--- src/rtl/instr_fetch.sv ---
// Instruction fetch stage with IF/ID register and a one-entry skid buffer for hazard stalls.
// Optional IFETCH_PERF_EN adds fetch/bubble performance counters.
module instr_fetch #(
    parameter logic [31:0] RESET_PC  = 32'h0000_0000,
    parameter logic [31:0] NOP_INSTR = 32'h0000_0013
) (
    input  logic        clk,
    input  logic        rst_n,
    output logic        imem_req,
    output logic [31:0] imem_addr,
    input  logic [31:0] imem_rdata,
    input  logic        stall,
    input  logic        redirect,
    input  logic [31:0] redirect_pc,
    output logic        id_valid,
    output logic [31:0] id_instr,
    output logic [6:0]  id_opcode,
    output logic [31:0] id_pc,
    output logic [31:0] id_pc_plus4
`ifdef IFETCH_PERF_EN
    ,
    output logic [31:0] perf_fetch_cnt,
    output logic [31:0] perf_bubble_cnt
`endif
);

    localparam int unsigned XLEN = 32;
    localparam logic [XLEN-1:0] PC_STEP = XLEN'(4);
    localparam logic [XLEN-1:0] ALIGN_MASK = ~XLEN'(3);

    typedef enum logic [1:0] {
        RUN       = 2'd0,
        HOLD      = 2'd1,
        HOLD_SKID = 2'd2
    } state_e;

    state_e            state_q;
    logic [XLEN-1:0]   pc_q;
    logic              inflight_q;
    logic [XLEN-1:0]   inflight_pc_q;
    logic              skid_valid_q;
    logic [XLEN-1:0]   skid_instr_q;
    logic [XLEN-1:0]   skid_pc_q;
    logic              id_valid_q;
    logic [XLEN-1:0]   id_instr_q;
    logic [XLEN-1:0]   id_pc_q;
    logic [XLEN-1:0]   id_pc_plus4_q;

    // Requests are suppressed during reset, stalls and redirects.
    assign imem_req    = rst_n && !stall && !redirect;
    assign imem_addr   = pc_q;
    assign id_valid    = id_valid_q;
    assign id_instr    = id_instr_q;
    assign id_opcode   = id_instr_q[6:0];
    assign id_pc       = id_pc_q;
    assign id_pc_plus4 = id_pc_plus4_q;

    // Priority: redirect > stall > advance.
    always_ff @(posedge clk or negedge rst_n) begin
        if (!rst_n) begin
            state_q       <= RUN;
            pc_q          <= RESET_PC;
            inflight_q    <= 1'b0;
            inflight_pc_q <= '0;
            skid_valid_q  <= 1'b0;
            skid_instr_q  <= '0;
            skid_pc_q     <= '0;
            id_valid_q    <= 1'b0;
            id_instr_q    <= NOP_INSTR;
            id_pc_q       <= '0;
            id_pc_plus4_q <= '0;
        end else if (redirect) begin
            state_q      <= RUN;
            pc_q         <= redirect_pc & ALIGN_MASK;
            inflight_q   <= 1'b0;
            skid_valid_q <= 1'b0;
            id_valid_q   <= 1'b0;
            id_instr_q   <= NOP_INSTR;
        end else if (stall) begin
            inflight_q <= 1'b0;
            if (inflight_q) begin
                // Park the returning word; no new fetch is issued while stalled.
                skid_valid_q <= 1'b1;
                skid_instr_q <= imem_rdata;
                skid_pc_q    <= inflight_pc_q;
                state_q      <= HOLD_SKID;
            end else if (state_q == RUN) begin
                state_q <= HOLD;
            end
        end else begin
            state_q <= RUN;
            if (skid_valid_q) begin
                id_valid_q    <= 1'b1;
                id_instr_q    <= skid_instr_q;
                id_pc_q       <= skid_pc_q;
                id_pc_plus4_q <= skid_pc_q + PC_STEP;
                skid_valid_q  <= 1'b0;
            end else if (inflight_q) begin
                id_valid_q    <= 1'b1;
                id_instr_q    <= imem_rdata;
                id_pc_q       <= inflight_pc_q;
                id_pc_plus4_q <= inflight_pc_q + PC_STEP;
            end else begin
                id_valid_q <= 1'b0;
                id_instr_q <= NOP_INSTR;
            end
            pc_q          <= pc_q + PC_STEP;
            inflight_q    <= 1'b1;
            inflight_pc_q <= pc_q;
        end
    end

`ifdef IFETCH_PERF_EN
    logic advance_c;
    logic load_valid_c;

    assign advance_c    = !redirect && !stall;
    assign load_valid_c = skid_valid_q || inflight_q;

    // Counters wrap naturally at 2^32.
    always_ff @(posedge clk or negedge rst_n) begin
        if (!rst_n) begin
            perf_fetch_cnt  <= '0;
            perf_bubble_cnt <= '0;
        end else begin
            if (advance_c && load_valid_c) begin
                perf_fetch_cnt <= perf_fetch_cnt + XLEN'(1);
            end
            if (redirect || (advance_c && !load_valid_c)) begin
                perf_bubble_cnt <= perf_bubble_cnt + XLEN'(1);
            end
        end
    end
`endif

endmodule

--- config.mk ---
export PLATFORM = sky130hd
export DESIGN_NAME = instr_fetch
export DESIGN_NICKNAME = d
export VERILOG_FILES = /design/src/rtl/instr_fetch.sv
export SDC_FILE = /design/constraint.sdc
export NUM_CORES = 1
export LEC_CHECK = 0
export ABC_AREA = 1
export CORE_ASPECT_RATIO = 1.1
export CORE_MARGIN = 2
export CORE_UTILIZATION = 56
export CTS_CLUSTER_DIAMETER = 40
export CTS_CLUSTER_SIZE = 40
export DETAILED_ROUTE_END_ITERATION = 10
export PLACE_DENSITY = 0.86
export SLEW_MARGIN = 10
export SYNTH_ARGS = -nofsm -noshare
export SYNTH_HDL_FRONTEND = slang
export SYNTH_SLANG_ARGS = --single-unit
export TNS_END_PERCENT = 50
--- constraint.sdc ---
create_clock -name clk -period 4 [get_ports clk]
set_input_delay 0.4 -clock clk [delete_from_list [all_inputs] [get_ports clk]]
set_output_delay 0.4 -clock clk [all_outputs]
set_load 0.01 [all_outputs]
==> results.ini <==
[synthesis]
async_flop_share=1.00
synth.distinct_cells=41
synth_area_per_cell_um2=8.39
ys_seq_elements=217
synth_edf_count=0
syn-instance-count=1240
synth_top_area_cell=dfrtp_1
yosysSeqAreaShare=0.523
synth_warnings=0
syn_area_um2=10400
ys.flop_type=dfrtp_1
synthTopCellsByArea=dfrtp_1 (52%), nand2_1 (14%), o21ai_0 (4.8%), inv_1 (3.5%), nand3_1 (3.2%)
yosysTopAreaCellShare=0.515

[sta]
rsz0062_at_grt=no
finClkSkew_ns=0.0358
hold_viol_final=0
fmax_mhz=362
setup_violations=0
hold_slack_ns=0.413
period_minus_slack_ns=2.76
finalCritPeriodShare=0.690
tightest_slew_ns=1.11
fin_setup_tns_ns=0
max-slew-margin-rel=0.258
drv_slew=0

[setup_path]
path_cells=dlygate4sd3_1, clkbuf_8, nand2_1, nor2_1, clkdlybuf4s50_1
required_ns=3.60
critPathTopFamily=buffers and inverters
r2r_setup_slack_ns=1.30
r2r-start=skid_valid_q
endpoint_kind=primary output
worstReg2RegEnd=id_pc_plus4[10]
worstPathMaxFanout=87
arrival_ns=2.36
reg2reg_depth=7
cp-start-kind=input port
setup.worst_path.class=input port to primary output
worst_path_largest_cell_delay_ns=0.57
cpMaxStageDelayCell=clkbuf_8
path_buf_inv=3
cp.depth=5

[floorplan]
die_height_um=147
die-area_um2=19700
die_x_um=134
start_util=0.569
core_um2=18300
num_io_pins=205
placementRows=52

[detailed_routing]
drtAntennaViolNets=0
wl_um=28000
viasPerCell=5.58
drt-pass1-iter-count=6
vias=9364
wl_per_cell_um=16.7
drt-initial-drc-count=733
drc=0

[final_layout]
fillers=1271
final_cell_mix=nand2_1 (390), dfrtp_1 (213), clkdlybuf4s50_1 (195), o21ai_0 (99), inv_1 (97)
area_growth_pct=29.2
final_common_cell=nand2_1
finalNetCount=1484
fin_area_um2=13400
diodes=0
drive_gt1_frac=0.102
instances_no_fill=1679

[clocking]
htreeDepth=1
clock-sinks=217
cts-root-buf=clkbuf_16
cts_resized=0
cts_tree=yes
cts_hold_buf=1
clkTransAtPathRegs_ns=0.06
cts_made_buffers=28
clk_latency_ns=0.57
cts_max_path_buffers=3
post_cts_buffers=0

[global_routing]
grt_pass1_wl_um=45900
gr-total-overflow=0
grt-busiest-layer=met2
grt_max_degree=88
grtUsageTotal=0.287
antenna_found_initial=0
met2_usage=0.469
use_met3=0.0490
first_global_vias=9207
grt.met1_usage=0.385

[worst_hold_path]
hold_class=input port to register
min_to=skid_instr_q[4]
hp-start=imem_rdata[4]
holdPathStages=3

[placed_design]
io_buffers=196
placedInstanceArea_um2=12400
place.gp.congestion=0.906
hpwl_um=18100
dp.cells=1626

[power_and_ir_drop]
power.density_nw_per_um2=507
leakage_nw=6.02
vdd_drop_max_v=0.000370

[status]
outcome=finished clean

[flow_run]
cap_violations=0

cell type report:
class	instances	area, µm²	share of cell area
sequential	217	5440	0.405
clock buffer	29	704	0.0524
multi-input combinational	856	4220	0.314
tap	243	304	0.0226
clock inverter	23	327	0.0243
inverter	102	383	0.0285
timing repair buffer	209	2070	0.154
per-stage QoR:
step	utilization	setup WS (ns)	total power [mW]
2_1_floorplan	-	2.24	3.48
3_3_place_gp	0.678	1.13	4.11
3_5_place_dp	0.678	1.06	4.18
4_1_cts	0.735	1.20	6.83
5_1_grt	0.735	1.08	7.12
6_report	0.735	1.24	6.81
kinds of logic after synthesis:
family          count (synthesis)  synth area share
xor+xnor                        2           0.00169
other cells                     1          0.000361
compound gates                200             0.115
simple gates                  617             0.252
mux                            29            0.0314
fa+ha+maj                       2           0.00241
flops                         217             0.523
buf+inv                       172            0.0739
synth_stat cells, types with 14 or more instances:
cell type  number
clkbuf_1       17
o211ai_1       20
buf_4          15
buf_2          26
inv_1          97
nand3_1        66
o21ai_0        99
nor2_1         88
nor2_2         14
nand2_1       390
dfrtp_1       214
nand4_1        16
nand2_2        22
a22oi_1        30
mux2_2         29
power breakdown:
part	internal (mW)	leakage, nW	switching [mW]	total (mW)
combinational	0.656	2.82	0.677	1.33
sequential	2.57	2.72	0.267	2.84
clock	1.46	0.490	1.18	2.64
worst reg2reg max path: stages (launching register included):
cell	delay, ns
dfrtp_2	0.56
buf_4	0.32
nor2_1	0.34
nor2_4	0.08
inv_2	0.80
nor2_1	0.11
a22oi_1	0.20
o31ai_1	0.10
flip-flops by register name (all words and copies together), names as in the netlist:
name / flops
skid_pc_q: 30
id_valid: 1
inflight_q: 1
id_pc: 30
skid_instr_q: 32
id_instr: 32
inflight_pc_q: 30
skid_valid_q: 1
id_pc_plus4: 30
imem_addr: 30
routing by layer:
layer  routed length [µm]  vias up  part of all wire
li1                     -     4390                 -
met1                11400     4445              0.41
met2                13500      457              0.48
met3                 2320       72             0.083
met4                  805        0             0.029
met5                    0        -                 0
worst max path at each step:
stage / from / endpoint
2_1_floorplan: skid_valid_q / id_pc_plus4[20]
3_3_place_gp: redirect / id_pc_plus4[10]
3_5_place_dp: redirect / id_pc_plus4[10]
4_1_cts: rst_n / imem_req
5_1_grt: skid_valid_q / id_pc_plus4[10]
6_report: rst_n / imem_req
Note: power is estimated with default switching activity, not from simulation.
